$ cat config.mk
export PLATFORM = sky130hd
export DESIGN_NAME = spi_display_rx_flat
export DESIGN_NICKNAME = d
export VERILOG_FILES = /design/src/rtl/spi_display_rx_if.sv /design/src/rtl/spi_display_rx.sv /design/src/flat_wrapper.sv
export SDC_FILE = /design/constraint.sdc
export NUM_CORES = 1
export LEC_CHECK = 0
export ABC_AREA = 1
export CELL_PAD_IN_SITES_DETAIL_PLACEMENT = 1
export CELL_PAD_IN_SITES_GLOBAL_PLACEMENT = 1
export CORE_AREA = 2 2 168 170
export DETAILED_ROUTE_END_ITERATION = 10
export DIE_AREA = 0 0 170 172
export PLACE_DENSITY = 0.9
export SYNTH_ARGS = -nofsm -noshare
export SYNTH_HDL_FRONTEND = slang
export SYNTH_SLANG_ARGS = --single-unit
$ cat constraint.sdc
create_clock -name i_clk -period 8.6 [get_ports i_clk]
set_input_delay 1.72 -clock i_clk [delete_from_list [all_inputs] [get_ports i_clk]]
set_output_delay 1.72 -clock i_clk [all_outputs]
set_load 0.01 [all_outputs]
$ cat src/rtl/spi_display_rx_if.sv
// SPI display receiver bus: the serial-side inputs and the decoded
// command/window/pixel outputs, grouped with master/slave views.
interface spi_display_rx_if;
  logic        i_sclk;
  logic        i_mosi;
  logic        i_dc;
  logic        i_cs;
  logic        o_cmd_valid;
  logic [7:0]  o_cmd;
  logic [15:0] o_xs;
  logic [15:0] o_xe;
  logic [15:0] o_ys;
  logic [15:0] o_ye;
  logic        o_pix_valid;
  logic [15:0] o_pix_x;
  logic [15:0] o_pix_y;
  logic [15:0] o_pix_data;
  logic        o_frame_done;
  logic        o_err;

  modport slave (
    input  i_sclk, i_mosi, i_dc, i_cs,
    output o_cmd_valid, o_cmd, o_xs, o_xe, o_ys, o_ye,
           o_pix_valid, o_pix_x, o_pix_y, o_pix_data, o_frame_done, o_err
  );

  modport master (
    output i_sclk, i_mosi, i_dc, i_cs,
    input  o_cmd_valid, o_cmd, o_xs, o_xe, o_ys, o_ye,
           o_pix_valid, o_pix_x, o_pix_y, o_pix_data, o_frame_done, o_err
  );
endinterface

$ cat src/rtl/spi_display_rx.sv
// SPI display-controller receiver: oversampled SPI byte capture feeding a
// CASET/PASET/RAMWR parser. Define DISP_RX_BOUNDS_CHECK_EN for the sticky window error flag.
module spi_display_rx #(
  parameter int WIDTH  = 240,
  parameter int HEIGHT = 320
) (
  input  logic              i_clk,
  input  logic              i_rst,
  spi_display_rx_if.slave   bus
);

  typedef enum logic [1:0] {IDLE, CASET, PASET, RAMWR} state_t;

  typedef struct packed {
    state_t      state;
    logic [2:0]  arg_cnt;
    logic [23:0] args;
    logic [15:0] xs, xe, ys, ye;
    logic [15:0] cur_x, cur_y;
    logic [7:0]  hi;
    logic        phase;
    logic [7:0]  cmd;
    logic        cmd_valid;
    logic        pix_valid;
    logic [15:0] pix_x, pix_y, pix_data;
    logic        frame_done;
  } ctx_t;

  localparam logic [15:0] XE_RST = 16'(WIDTH - 1);
  localparam logic [15:0] YE_RST = 16'(HEIGHT - 1);
  localparam ctx_t CTX_RST = '{
    state: IDLE, arg_cnt: 3'd0, args: 24'd0,
    xs: 16'd0, xe: XE_RST, ys: 16'd0, ye: YE_RST,
    cur_x: 16'd0, cur_y: 16'd0, hi: 8'd0, phase: 1'b0,
    cmd: 8'd0, cmd_valid: 1'b0, pix_valid: 1'b0,
    pix_x: 16'd0, pix_y: 16'd0, pix_data: 16'd0, frame_done: 1'b0
  };

  logic [1:0] sclk_sync, mosi_sync, dc_sync, cs_sync;
  logic       sclk_prev;
  logic       sclk_rise;

  // NOTE: sequential state uses non-blocking assignments so every flop samples pre-edge values.
  always_ff @(posedge i_clk or posedge i_rst) begin
    if (i_rst) begin
      sclk_sync <= 2'b00;
      mosi_sync <= 2'b00;
      dc_sync   <= 2'b00;
      cs_sync   <= 2'b11;
      sclk_prev <= 1'b0;
    end else begin
      sclk_sync <= {sclk_sync[0], bus.i_sclk};
      mosi_sync <= {mosi_sync[0], bus.i_mosi};
      dc_sync   <= {dc_sync[0], bus.i_dc};
      cs_sync   <= {cs_sync[0], bus.i_cs};
      sclk_prev <= sclk_sync[1];
    end
  end

  assign sclk_rise = sclk_sync[1] & ~sclk_prev;

  logic [6:0] shift;
  logic [2:0] bit_cnt;
  logic       byte_valid;
  logic [7:0] rx_byte;
  logic       rx_dc;

  // A deselect clears only the bit count; stale shift bits are pushed out by the next byte.
  always_ff @(posedge i_clk or posedge i_rst) begin
    if (i_rst) begin
      shift      <= '0;
      bit_cnt    <= '0;
      byte_valid <= 1'b0;
      rx_byte    <= '0;
      rx_dc      <= 1'b0;
    end else begin
      byte_valid <= 1'b0;
      if (cs_sync[1]) begin
        bit_cnt <= '0;
      end else if (sclk_rise) begin
        shift   <= {shift[5:0], mosi_sync[1]};
        bit_cnt <= bit_cnt + 3'd1;
        if (bit_cnt == 3'd7) begin
          byte_valid <= 1'b1;
          rx_byte    <= {shift, mosi_sync[1]};
          rx_dc      <= dc_sync[1];
        end
      end
    end
  end

  ctx_t        ctx_q, nxt;
  logic [15:0] win_lo, win_hi;

  assign win_lo = ctx_q.args[23:8];
  assign win_hi = {ctx_q.args[7:0], rx_byte};

  always_ff @(posedge i_clk or posedge i_rst) begin
    if (i_rst) ctx_q <= CTX_RST;
    else       ctx_q <= nxt;
  end

  // NOTE: nxt takes the held value first, so branches that skip a field cannot infer a latch.
  always_comb begin
    nxt            = ctx_q;
    nxt.cmd_valid  = 1'b0;
    nxt.pix_valid  = 1'b0;
    nxt.frame_done = 1'b0;
    if (byte_valid) begin
      if (!rx_dc) begin
        nxt.cmd       = rx_byte;
        nxt.cmd_valid = 1'b1;
        nxt.arg_cnt   = 3'd0;
        nxt.phase     = 1'b0;
        case (rx_byte)
          8'h2A:   nxt.state = CASET;
          8'h2B:   nxt.state = PASET;
          8'h2C: begin
            nxt.state = RAMWR;
            nxt.cur_x = ctx_q.xs;
            nxt.cur_y = ctx_q.ys;
          end
          default: nxt.state = IDLE;
        endcase
      end else begin
        case (ctx_q.state)
          CASET, PASET: begin
            // arg_cnt saturates at 4 so bytes after the fourth are dropped
            if (ctx_q.arg_cnt != 3'd4) begin
              nxt.args    = {ctx_q.args[15:0], rx_byte};
              nxt.arg_cnt = ctx_q.arg_cnt + 3'd1;
              if (ctx_q.arg_cnt == 3'd3) begin
                if (ctx_q.state == CASET) begin
                  nxt.xs = win_lo;
                  nxt.xe = win_hi;
                end else begin
                  nxt.ys = win_lo;
                  nxt.ye = win_hi;
                end
              end
            end
          end
          RAMWR: begin
            if (!ctx_q.phase) begin
              nxt.hi    = rx_byte;
              nxt.phase = 1'b1;
            end else begin
              nxt.phase     = 1'b0;
              nxt.pix_valid = 1'b1;
              nxt.pix_x     = ctx_q.cur_x;
              nxt.pix_y     = ctx_q.cur_y;
              nxt.pix_data  = {ctx_q.hi, rx_byte};
              if (ctx_q.cur_x == ctx_q.xe) begin
                nxt.cur_x = ctx_q.xs;
                if (ctx_q.cur_y == ctx_q.ye) begin
                  nxt.frame_done = 1'b1;
                  nxt.cur_y      = ctx_q.ys;
                end else begin
                  nxt.cur_y = ctx_q.cur_y + 16'd1;
                end
              end else begin
                nxt.cur_x = ctx_q.cur_x + 16'd1;
              end
            end
          end
          default: ;
        endcase
      end
    end
  end

  assign bus.o_cmd_valid  = ctx_q.cmd_valid;
  assign bus.o_cmd        = ctx_q.cmd;
  assign bus.o_xs         = ctx_q.xs;
  assign bus.o_xe         = ctx_q.xe;
  assign bus.o_ys         = ctx_q.ys;
  assign bus.o_ye         = ctx_q.ye;
  assign bus.o_pix_valid  = ctx_q.pix_valid;
  assign bus.o_pix_x      = ctx_q.pix_x;
  assign bus.o_pix_y      = ctx_q.pix_y;
  assign bus.o_pix_data   = ctx_q.pix_data;
  assign bus.o_frame_done = ctx_q.frame_done;

`ifdef DISP_RX_BOUNDS_CHECK_EN
  localparam logic [16:0] W_LIM = 17'(WIDTH);
  localparam logic [16:0] H_LIM = 17'(HEIGHT);

  logic err_q;
  logic bad_win;

  always_comb begin
    bad_win = 1'b0;
    if (byte_valid && rx_dc && ctx_q.arg_cnt == 3'd3 &&
        (ctx_q.state == CASET || ctx_q.state == PASET)) begin
      bad_win = (win_lo > win_hi) ||
                ({1'b0, win_hi} >= ((ctx_q.state == CASET) ? W_LIM : H_LIM));
    end
  end

  always_ff @(posedge i_clk or posedge i_rst) begin
    if (i_rst)        err_q <= 1'b0;
    else if (bad_win) err_q <= 1'b1;
  end

  assign bus.o_err = err_q;
`else
  assign bus.o_err = 1'b0;
`endif

endmodule

$ cat src/flat_wrapper.sv
// flat-port wrapper written by rule: the top's interface ports become plain ports
module spi_display_rx_flat 
#(
  parameter int WIDTH  = 240,
  parameter int HEIGHT = 320
)
  (i_clk, i_rst, bus_i_sclk, bus_i_mosi, bus_i_dc, bus_i_cs, bus_o_cmd_valid, bus_o_cmd, bus_o_xs, bus_o_xe, bus_o_ys, bus_o_ye, bus_o_pix_valid, bus_o_pix_x, bus_o_pix_y, bus_o_pix_data, bus_o_frame_done, bus_o_err);
  spi_display_rx_if bus_i ();
  input  logic i_clk;
  input  logic i_rst;
  input wire logic [$bits(bus_i.i_sclk)-1:0] bus_i_sclk;
  input wire logic [$bits(bus_i.i_mosi)-1:0] bus_i_mosi;
  input wire logic [$bits(bus_i.i_dc)-1:0] bus_i_dc;
  input wire logic [$bits(bus_i.i_cs)-1:0] bus_i_cs;
  output wire logic [$bits(bus_i.o_cmd_valid)-1:0] bus_o_cmd_valid;
  output wire logic [$bits(bus_i.o_cmd)-1:0] bus_o_cmd;
  output wire logic [$bits(bus_i.o_xs)-1:0] bus_o_xs;
  output wire logic [$bits(bus_i.o_xe)-1:0] bus_o_xe;
  output wire logic [$bits(bus_i.o_ys)-1:0] bus_o_ys;
  output wire logic [$bits(bus_i.o_ye)-1:0] bus_o_ye;
  output wire logic [$bits(bus_i.o_pix_valid)-1:0] bus_o_pix_valid;
  output wire logic [$bits(bus_i.o_pix_x)-1:0] bus_o_pix_x;
  output wire logic [$bits(bus_i.o_pix_y)-1:0] bus_o_pix_y;
  output wire logic [$bits(bus_i.o_pix_data)-1:0] bus_o_pix_data;
  output wire logic [$bits(bus_i.o_frame_done)-1:0] bus_o_frame_done;
  output wire logic [$bits(bus_i.o_err)-1:0] bus_o_err;
  assign bus_i.i_sclk = bus_i_sclk;
  assign bus_i.i_mosi = bus_i_mosi;
  assign bus_i.i_dc = bus_i_dc;
  assign bus_i.i_cs = bus_i_cs;
  assign bus_o_cmd_valid = bus_i.o_cmd_valid;
  assign bus_o_cmd = bus_i.o_cmd;
  assign bus_o_xs = bus_i.o_xs;
  assign bus_o_xe = bus_i.o_xe;
  assign bus_o_ys = bus_i.o_ys;
  assign bus_o_ye = bus_i.o_ye;
  assign bus_o_pix_valid = bus_i.o_pix_valid;
  assign bus_o_pix_x = bus_i.o_pix_x;
  assign bus_o_pix_y = bus_i.o_pix_y;
  assign bus_o_pix_data = bus_i.o_pix_data;
  assign bus_o_frame_done = bus_i.o_frame_done;
  assign bus_o_err = bus_i.o_err;
  spi_display_rx #(.WIDTH(WIDTH), .HEIGHT(HEIGHT)) u_core (.i_clk(i_clk), .i_rst(i_rst), .bus(bus_i));
endmodule
### Word level (Yosys, flattened, before mapping)

Index checks and enable logic that the tools add are counted.
W data, S select, Z words.

| operators by class | value |
|---|---|
| add/subtract/negate cells | 4 |
| eq/ne operators | 16 |
| muxes and demuxes | 29 |
| bitwise gates (word level) | 6 |
| reduce and logical (&&, ||, !) cells | 15 |

Operators with widths:

| kind | number |
|---|---|
| $mux W91 | 2 |
| $mux W32 | 5 |
| $mux W50 | 3 |
| $mux W64 | 1 |
| $mux W51 | 1 |
| $mux W16 | 3 |
| $mux W41 | 1 |
| $add A16 B1 Y16 const B | 2 |
| $eq A16 B16 Y1 | 2 |
| $eq A8 B6 Y1 const B | 3 |
| $reduce_and A4 Y1 | 4 |
| $reduce_and A6 Y1 | 2 |
| $ne A2 B2 Y1 const B | 5 |
| $mux W3 | 3 |
| $mux W1 | 8 |
| $mux W8 | 1 |
| $add A3 B1 Y3 const B | 2 |
| $pmux W2 S3 | 1 |
| $reduce_and A2 Y1 | 3 |
| $reduce_and A3 Y1 | 2 |
| $not A1 Y1 | 5 |
| $reduce_and A5 Y1 | 1 |
| $eq A2 B2 Y1 const B | 2 |
| $reduce_bool A2 Y1 | 2 |
| other kinds (6) | 6 |

| word-level totals | value |
|---|---|
| bits in registers | 222 |
| input port bits | 6 |
| output and inout bits | 124 |
| word-level logic and storage cells | 98 |

### Longest topological paths before layout

Gate-level depths: netlist of the first run.

| depth | value |
|---|---|
| depth in word-level cells | 7 |
| mapped depth | 14 |

### Worst setup path after synthesis of the first run

OpenSTA, ideal clock, no wires.

| timing path | value |
|---|---|
| path kind | register to output |
| from | register u_core.ctx_q (netlist bit u_core.bus.o_ye[5]) |
| to | output bus_o_ye[5] |
| arrival time | 0.646 ns |
| data required time | 6.880 ns |
| slack | 6.234 ns |
| stages on the path, launching flop included | 2 |
| buffers on the path | 1 |
| cell sequence | dfstp_2 -> buf_4 |

RTL lines:

| element | line | RTL |
|---|---|---|
| start, declared | spi_display_rx.sv:92 | `ctx_t ctx_q, nxt;` |
| start signal, assigned | spi_display_rx.sv:100 | `else ctx_q <= nxt;` |
| end, declared | flat_wrapper.sv:20 | `output wire logic [$bits(bus_i.o_ye)-1:0] bus_o_ye;` |

No word-level cell between the ends.

### Worst setup path after layout of the first run

| timing path | value |
|---|---|
| from | register u_core.rx_dc |
| to | register u_core.ctx_q[99] in the netlist's numbering |

| between the ends | value |
|---|---|
| cells in the longest elaborated chain, start to end | 2 |

Ends and longest elaborated chain:

| element | line | RTL |
|---|---|---|
| start, declared | spi_display_rx.sv:66 | `logic rx_dc;` |
| start signal, assigned | spi_display_rx.sv:86 | `rx_dc <= dc_sync[1];` |
| $ne A2 B2 Y1 (no source line) / $reduce_bool A2 Y1 (equally long branches) | - |  |
| $reduce_and A4 Y1 (no source line) | - |  |

Several ways; a longest one is shown, not always the timed one.
A chain may end at the register's enable or synchronous reset.

==> results of run 1 <==
==> worst min-delay path by stage <==
stage / to / cells after the start / startpoint
after global placement: u_core.mosi_sync[1] / 0 / u_core.mosi_sync[0]
after global routing: u_core.dc_sync[1] / 0 / u_core.dc_sync[0]
after floorplan: u_core.dc_sync[1] / 0 / u_core.dc_sync[0]
after CTS: u_core.mosi_sync[1] / 0 / u_core.mosi_sync[0]
final: u_core.mosi_sync[1] / 0 / u_core.mosi_sync[0]
after detailed placement: u_core.sclk_sync[1] / 0 / u_core.sclk_sync[0]
==> metrics by stage <==
step / instances / hold slack (ns) / utilization (%)
final: 1807 / 0.348 / 46.7
after global routing: 1807 / 0.361 / 46.7
after floorplan: 1454 / 0.331 / -
after CTS: 1807 / 0.350 / 46.7
after global placement: 1761 / 0.333 / 43.6
after detailed placement: 1761 / 0.336 / 43.6
==> cell families after synthesis <==
group,after synthesis
AOI/OAI and AO/OA,202
xor gates and xnor gates,25
adders and majority gates,10
buffers and inverters,333
DFF,222
other,1
and+or+nand+nor,661
==> cell type report <==
cell class	count	area share, %
timing repair buffer	134	10.3
clock inverter	7	0.907
clock buffer	39	5.68
multi-input combinational	899	31.5
sequential	222	43.5
tap	346	3.37
inverter	160	4.75
==> layer usage <==
layer | track usage (%) | vias up
met5 | 0 | -
met4 | 11.9 | 0
met3 | 4.44 | 97
met2 | 42.1 | 312
met1 | 29.6 | 4797
li1 | - | 4370
==> worst register-to-register path, delay by kind of cell (launching register included) <==
family                 cells  cell delay (ns)
AND/OR/NAND/NOR            4             1.53
buffers and inverters      2             0.94
flip-flops                 1             0.52
AO/OA/AOI/OAI              2             0.42
==> cell usage after synthesis (all sizes together) <==
library cell | number | share of area (%)
nand2 | 419 | 14
dfrtp | 206 | 45
o21ai | 164 | 7.2
inv | 159 | 5.3
nor2 | 150 | 5.1
buf | 136 | 8.7
nand3 | 79 | 3.5
clkbuf | 37 | 1.2
a21oi | 34 | 1.5
xor2 | 21 | 1.6
dfstp | 16 | 3.7
ha | 10 | 1.1
nand4 | 6 | 0.33
nor3 | 5 | 0.32
xnor2 | 4 | 0.31
a22o | 2 | 0.15
nand3b | 2 | 0.13
o22ai | 2 | 0.11
clkinv | 1 | 0.044
conb | 1 | 0.033
==> flip-flops by register name (all words and copies together) (netlist names), 2 cells and up <==
name,cells
u_core.sclk_sync,2
u_core.bus.o_xe,16
u_core.bus.o_pix_x,16
u_core.bus.o_pix_data,16
u_core.bus.o_cmd,8
u_core.dc_sync,2
u_core.bus.o_ys,16
u_core.mosi_sync,2
u_core.shift,7
u_core.bus.o_xs,16
u_core.rx_byte,8
u_core.ctx_q,70
u_core.bit_cnt,3
u_core.bus.o_ye,16
u_core.bus.o_pix_y,16
u_core.cs_sync,2
==> power groups by stage <==
stage	Combinational (W)	Clock, W	Sequential, W
2_1_floorplan	0.0000236	0	0.00108
6_report	0.0000342	0.00111	0.00106
3_5_place_dp	0.0000357	0	0.00108
3_3_place_gp	0.0000342	0	0.00108
5_1_grt	0.0000408	0.00117	0.00106
4_1_cts	0.0000364	0.00113	0.00106
==> flow_summary.ini, run 1 <==
[drt]
dr.pass1.iters = 5
vias_per_cell = 5.30
final_antenna_net_count = 0
top_layer = met4
vias = 9576
drtIter0Drc = 734
wl_per_cell_um = 19.4
post-route-drc-count = 0
wl_um = 35000
wl_met1_um = 14100
dr_wl_met3_um = 2040
wl_met2_um = 17200

[finish]
nets = 1458
postLayoutCellArea_um2 = 12800
seq_area_um2 = 5580
fill_cells = 3339
multiInputGateArea_um2 = 4040
areaGrowthSynthToFinish_pct = 13.2
layout_commonest_cell = nand2_1
layout_common_cells = nand2_1 (415), dfrtp_1 (206), o21ai_0 (164)
drive_above_1_share_pct = 5.54
diodes = 0

[clocking]
cts_buffer_depth = 3
cts_sinks = 222
htreeDepth = 1
hold_buffers = 0
numCtsBuffers = 25
cts-resized-gates = 0
clk_pin_slew_worst_paths_ns = 0.06
cts-root-buf = clkbuf_16
cts_setup_buffers = 0
clk_latency_ns = 0.54
tritoncts = done

[die]
die_y_um = 172
core_area_um2 = 27500
fp-row-count = 61
ios = 130
start_util_pct = 41.2
die_area_um2 = 29200
die_width_um = 170

[place]
hpwl_um = 23400
port_buffers = 128
pre_cts_slack_ns = 4.47
dpl_cell_area_um2 = 12000
gp_congestion = 0.853

[sta]
drv_slew = 0
worst_slew_pin_slew_ns = 1.26
layout_min_cycle_time_ns = 3.55
max_freq_ghz = 0.282
period_share_pct = 41.3
finClkSkew_ns = 0.0216
fin_ws_ns = 5.05
hold_violations = 0
rsz0062_at_grt = false
setup-tns-final_ns = 0
slew_headroom_pct = 15.6
setup_viol = 0

[logic_synthesis]
yosys_warnings = 0
synth-simple-area-share_pct = 23.4
syn_area_per_cell_um2 = 7.79
synth_seq_cells = 222
synth_nets = 1470
synth_xor_area_share_pct = 1.93
ys_seq_area_share_pct = 49.2
synth.area.mux_share_pct = 0
synth-adder-area-share_pct = 1.10
synth_top_family_by_area = simple AND/OR/NAND/NOR gates
syn_inst = 1454
yosysUniqueCellTypes = 29
synth_compound_area_share_pct = 9.01
syn_area_um2 = 11300

[global_route]
grt_overflow = 0
grt_pass1_wl_um = 56100
grt_use_total_pct = 24.4
antenna_found_initial = 0
grt_pass1_vias = 10400
grt_max_degree = 145

[critical_path]
path_depth = 8
cp.buffers_inverters = 2
slowest_stage = inv_2
r2r-start = u_core.rx_dc
reg2reg_to = u_core.ctx_q[99]
cp.required_ns = 8.99
ff2ff_setup_slack_ns = 5.05
critPathLaunchType = register
reg2regPathDepth = 8
cpPeakStageDelay_ns = 0.65
critPathArrivalTime_ns = 3.94
worstSetupStartpoint = u_core.rx_dc
cp_max_fo = 34
critical_path.cell_chain = inv_2 -> nand2_1 -> nor2_1 -> nand3_1 -> nand2_4 -> inv_2 -> a21oi_1 -> a21oi_1
crit_type = reg2reg
end_kind = register
crit_family = simple AND/OR/NAND/NOR gates
critPathCapture = u_core.ctx_q[99]

[run_status]
status = finished, final reports clean

[pwr]
clockPowerShare_pct = 50.4
p_total_w = 0.00221
sw_frac_of_total_pct = 21.5
ir_drop_v = 0.000121
seqPwrFrac_pct = 48.0
p_per_area_nw_per_um2 = 172
intPower_w = 0.00173
combPwrFrac_pct = 1.5
power.leakage_nw = 5.89
power_switching_w = 0.000475

[run]
cap_viol_max_count = 0

[worst_hold_path]
holdCritPathClass = reg2reg
(Power assumes the default switching activity.)
==> run 2, diff against run 1 <==
--- a/config.mk
+++ b/config.mk
@@ -8,10 +8,10 @@
 export ABC_AREA = 1
 export CELL_PAD_IN_SITES_DETAIL_PLACEMENT = 1
 export CELL_PAD_IN_SITES_GLOBAL_PLACEMENT = 1
-export CORE_AREA = 2 2 168 170
+export CORE_AREA = 2 2 176 178
 export DETAILED_ROUTE_END_ITERATION = 10
-export DIE_AREA = 0 0 170 172
-export PLACE_DENSITY = 0.9
+export DIE_AREA = 0 0 178 180
+export PLACE_DENSITY = 0.87
 export SYNTH_ARGS = -nofsm -noshare
 export SYNTH_HDL_FRONTEND = slang
 export SYNTH_SLANG_ARGS = --single-unit
==> constraint.sdc (replaced) <==
create_clock -name i_clk -period 3.1 [get_ports i_clk]
set_input_delay 0.62 -clock i_clk [delete_from_list [all_inputs] [get_ports i_clk]]
set_output_delay 0.62 -clock i_clk [all_outputs]
set_load 0.01 [all_outputs]
==> run 2 against run 1 <==
Via count down 0.94%. Count of clock-buffer cells in the layout down 1. Sequential share of layout area down 1.3 points. Critical path depth down 7. First-iteration DRC count down 5.7%. Sequential power rose to 2.8 times the previous value. Clock skew down 0.0056 ns. Clock power rose to 3.0 times the previous value. Register-to-register slack worse by 4.1 ns. Critical path type is now reg2out. Highest routed layer is now met5.
==> flow_summary.ini, run 2 (synthesized netlist as in run 1, its figures left out) <==
[run_status]
status = finished, final reports clean

[drt]
wl_per_cell_um = 18.7
wl_um = 35100
dr.pass1.iters = 7
drtIter0Drc = 692
final_antenna_net_count = 0
vias = 9486
post-route-drc-count = 0
vias_per_cell = 5.05

[finish]
seq_area_um2 = 5580
largest_register = u_core.ctx_q
diodes = 0
drive_above_1_share_pct = 7.29
nets = 1478
layout_common_cells = nand2_1 (415), dfrtp_1 (206), o21ai_0 (164)
layout_commonest_cell = nand2_1
areaGrowthSynthToFinish_pct = 16.6
fill_cells = 3592
postLayoutCellArea_um2 = 13200
largest_reg_flops = 70
multiInputGateArea_um2 = 4040

[critical_path]
reg2reg_to = u_core.ctx_q[98]
cp.buffers_inverters = 1
critPathLaunchType = register
reg2regPathDepth = 7
r2r-start = u_core.rx_dc
crit_family = buffers and inverters
critical_path.cell_chain = clkdlybuf4s50_1
ff2ff_setup_slack_ns = 0.92
critPathArrivalTime_ns = 1.63
cpPeakStageDelay_ns = 0.57
cp_max_fo = 3
slowest_stage = clkdlybuf4s50_1
crit_type = reg2out
cp.required_ns = 2.48
end_kind = output pin

[clocking]
cts_setup_buffers = 0
cts_sinks = 222
cts-resized-gates = 0
hold_buffers = 0
cts-root-buf = clkbuf_16
clk_pin_slew_worst_paths_ns = 0.06
numCtsBuffers = 26
clk_latency_ns = 0.53
cts_buffer_depth = 3
tritoncts = done
htreeDepth = 1

[sta]
timing.hold.ws_ns = 0.350
worst_slew_pin_slew_ns = 0.806
setup_viol = 0
layout_min_cycle_time_ns = 2.25
period_share_pct = 72.7
hold_violations = 0
drv_slew = 0
rsz0062_at_grt = false
finClkSkew_ns = 0.0160
max_freq_ghz = 0.444
slew_headroom_pct = 46.1

[die]
ios = 130
die_width_um = 178
core_area_um2 = 30200
fp-row-count = 64
die_area_um2 = 32000
die_y_um = 180
start_util_pct = 37.5

[place]
gp_congestion = 0.868
port_buffers = 128
hpwl_um = 24800
dpl_cell_area_um2 = 12300

[pwr]
p_per_area_nw_per_um2 = 480
ir_drop_v = 0.000387
power.leakage_nw = 6.07

[worst_hold_path]
holdCritPathClass = reg2reg
min_from = u_core.sclk_sync[0]
holdPathStages = 0
hold_end = u_core.sclk_sync[1]

[global_route]
grt_use_total_pct = 22.2
grt_pass1_vias = 10100
grt_max_degree = 90
grt_pass1_wl_um = 55900
grt_overflow = 0
antenna_found_initial = 1

[run]
cap_viol_max_count = 0
run 2: stage by stage:
stage                     instances  util (%)  total power [W]  worst slack, ns  TNS, ns
after floorplan                1454         -          0.00306           -0.403   -83.02
after global placement         1830      40.7          0.00311             1.02        0
after detailed placement       1830      40.7          0.00311            0.952        0
after CTS                      1878      43.8          0.00642            0.814        0
after global routing           1878      43.8          0.00654            0.707        0
final                          1878      43.8          0.00635            0.846        0
run 2: cell type report:
| type | count | area share (%) |
|---|---|---|
| clock inverter | 10 | 0.976 |
| multi-input combinational | 899 | 30.6 |
| inverter | 160 | 4.58 |
| sequential | 222 | 42.2 |
| timing repair buffer | 153 | 11.9 |
| clock buffer | 38 | 6.03 |
| tap | 396 | 3.75 |
run 2: power by group:
| part | leakage [nW] | total, W | switching, W | internal (W) |
|---|---|---|---|---|
| sequential | 3.02 | 0.00294 | 0.0000133 | 0.00293 |
| combinational | 2.58 | 0.000117 | 0.0000855 | 0.0000316 |
| clock | 0.464 | 0.00329 | 0.00126 | 0.00203 |
run 2: worst max path at each step:
stage,cells past startpoint,to,from
2_1_floorplan,1,u_core.bit_cnt[0],i_rst
3_3_place_gp,8,u_core.bus.o_ys[6],u_core.ctx_q[188]
3_5_place_dp,8,u_core.bus.o_ye[2],u_core.ctx_q[188]
4_1_cts,1,bus_o_xe[0],u_core.bus.o_xe[0]
5_1_grt,6,u_core.ctx_q[64],u_core.ctx_q[191]
6_report,1,bus_o_xe[0],u_core.bus.o_xe[0]
run 2: metal layers:
metal | routed length (um) | share of wire (%) | vias up | GRT usage [%]
li1 | - | - | 4405 | -
met2 | 16800 | 48 | 257 | 36.8
met3 | 1900 | 5.4 | 82 | 4.19
met1 | 14800 | 42 | 4740 | 28.1
met4 | 1530 | 4.4 | 2 | 9.80
met5 | 12 | 0.034 | - | 0
==> run 3, diff against run 2 <==
==> constraint.sdc (replaced) <==
create_clock -name i_clk -period 1.9 [get_ports i_clk]
set_input_delay 0.38 -clock i_clk [delete_from_list [all_inputs] [get_ports i_clk]]
set_output_delay 0.38 -clock i_clk [all_outputs]
set_load 0.01 [all_outputs]
==> run 3 against run 2 <==
The run now ends with setup timing left. Sequential cell count stayed put. Count of clock-buffer cells in the layout is 1 lower. Register-to-register slack worse by 0.96 ns. Critical path depth is 9 higher. Non-clock buffer count is 48 higher. Clock power is 65% higher. Critical endpoint is now u_core.ctx_q[82].
==> flow_summary.ini, run 3 (synthesized netlist as in run 1, its figures left out) <==
[pwr]
ir_drop_v = 0.000619
power_switching_w = 0.00224
p_total_w = 0.0104
combPwrFrac_pct = 1.8
power.leakage_nw = 6.88
intPower_w = 0.00817
clockPowerShare_pct = 52.1
seqPwrFrac_pct = 46.1
p_per_area_nw_per_um2 = 751
sw_frac_of_total_pct = 21.5

[run_status]
status = finished with violations
violations = setup timing

[finish]
layout_common_cells = nand2_1 (407), dfrtp_1 (194), o21ai_0 (163)
layout_commonest_cell = nand2_1
areaGrowthSynthToFinish_pct = 22.3
diodes = 0
utilization_pct = 45.9
largest_register = u_core.ctx_q
nets = 1527
largest_reg_flops = 70
drive_above_1_share_pct = 13.0

[sta]
setup_viol = 3
worst_slew_pin_slew_ns = 0.584
max_freq_ghz = 0.514
finClkSkew_ns = 0.0109
slew_headroom_pct = 60.9
fin_ws_ns = -0.0438
rsz0062_at_grt = true
drv_slew = 0
layout_min_cycle_time_ns = 1.94
period_share_pct = 102
hold_violations = 0

[place]
port_buffers = 128
hpwl_um = 25100
gp_congestion = 0.869

[drt]
vias = 9779
final_antenna_net_count = 0
wl_per_cell_um = 19.0
wl_um = 36700
drtIter0Drc = 641
wl_met1_um = 15200
vias_per_cell = 5.07
dr.pass1.iters = 5
wl_met2_um = 17900
top_layer = met4
dr_wl_met3_um = 2240
post-route-drc-count = 0

[critical_path]
critPathArrivalTime_ns = 2.37
end_kind = register
crit_type = reg2reg
critPathLaunchType = register
cp.required_ns = 2.32
cp_max_fo = 5

[global_route]
grt_use_total_pct = 22.6
grt_overflow = 0
grt_max_degree = 71
grt_pass1_vias = 10400
grt_pass1_wl_um = 57100
antenna_found_initial = 1

[die]
start_util_pct = 37.5
die_y_um = 180
ios = 130
die_width_um = 178
die_area_um2 = 32000
core_area_um2 = 30200
fp-row-count = 64

[clocking]
numCtsBuffers = 26
clk_latency_ns = 0.54
htreeDepth = 1
tritoncts = done
clk_pin_slew_worst_paths_ns = 0.06
cts_sinks = 222
cts_buffer_depth = 3
cts-root-buf = clkbuf_16

[run]
cap_viol_max_count = 0

[worst_hold_path]
holdCritPathClass = in2reg
## run 3: changes by cell type in the layout (fill, tap and decap cells not counted), sizes merged
cell           delta
clkdlybuf4s50    -45
dlymetal6s2s     +24
buf              +46
dlygate4sd2      +21
clkinv            -3
inv               +1
bufinv            +1
clkinvlp          +3
clkbuf            +1
## run 3: routing by layer
layer	vias to the layer above	global-route usage (%)
met5	-	0
met4	0	8.62
met3	82	4.23
met2	310	37.6
met1	4867	29.1
li1	4520	-
## run 3: metrics by stage
step	hold slack, ns	instances	setup TNS, ns	worst slack, ns	area (um2)
final	0.262	1927	-0.0504	-0.0438	13900
after global routing	0.254	1927	-0.944	-0.186	13900
after CTS	0.254	1917	0	0.000272	13500
after detailed placement	0.337	1858	-0.429	-0.0532	12500
after global placement	0.336	1858	0	0.0285	12500
after floorplan	0.331	1454	-290.66	-1.36	11300
## run 3: cell type report
type | instances | area (um2)
Inverter | 160 | 609
Multi-Input combinational cell | 899 | 4160
Sequential cell | 222 | 5590
Clock buffer | 37 | 763
Clock inverter | 11 | 170
Timing Repair inverter | 1 | 5.00
Tap cell | 396 | 495
Fill cell | 3599 | 16300
Timing Repair Buffer | 201 | 2060
## run 3: final timing paths
| kind | startpoint | endpoint | slack (ns) | cells after the start |
|---|---|---|---|---|
| max | u_core.ctx_q[81] | u_core.ctx_q[82] | -0.04 | 10 |
| min | bus_i_cs | u_core.cs_sync[0] | 0.26 | 1 |
| max reg2reg | u_core.ctx_q[81] | u_core.ctx_q[82] | -0.04 | 10 |
| min reg2reg | u_core.mosi_sync[0] | u_core.mosi_sync[1] | 0.35 | 0 |
| max in group asynchronous | i_rst | u_core.bus.o_ye[1] | 1.10 | 3 |
| min in group asynchronous | i_rst | u_core.bus.o_pix_x[1] | 0.32 | 3 |
## run 3: worst max-delay path, cell delays in order, from the launching register on
cell     delay (ns)
dfrtp_1        0.46
inv_1          0.09
buf_4          0.15
nor3_1         0.42
nand3_1        0.20
nand2_1        0.13
nand2_1        0.06
nor2_1         0.11
nor2_1         0.06
nor2_1         0.10
nor2_1         0.06
## run 3: timing repair
| action | in CTS | in global routing |
|---|---|---|
| hold buffers | 0 | 0 |
| resized for setup | 29 | 76 |
| gates cloned | 0 | 4 |
| setup buffers | 11 | 6 |
| pin swaps | 0 | 12 |
| endpoints found under the setup margin | 64 | 60 |
## run 3: power by group through the flow
| stage | clock [W] | combinational, W | sequential (W) |
|---|---|---|---|
| 2_1_floorplan | 0 | 0.000108 | 0.00488 |
| 3_3_place_gp | 0 | 0.000187 | 0.00488 |
| 3_5_place_dp | 0 | 0.000194 | 0.00488 |
| 4_1_cts | 0.00547 | 0.000195 | 0.00480 |
| 5_1_grt | 0.00571 | 0.000217 | 0.00480 |
| 6_report | 0.00543 | 0.000185 | 0.00480 |
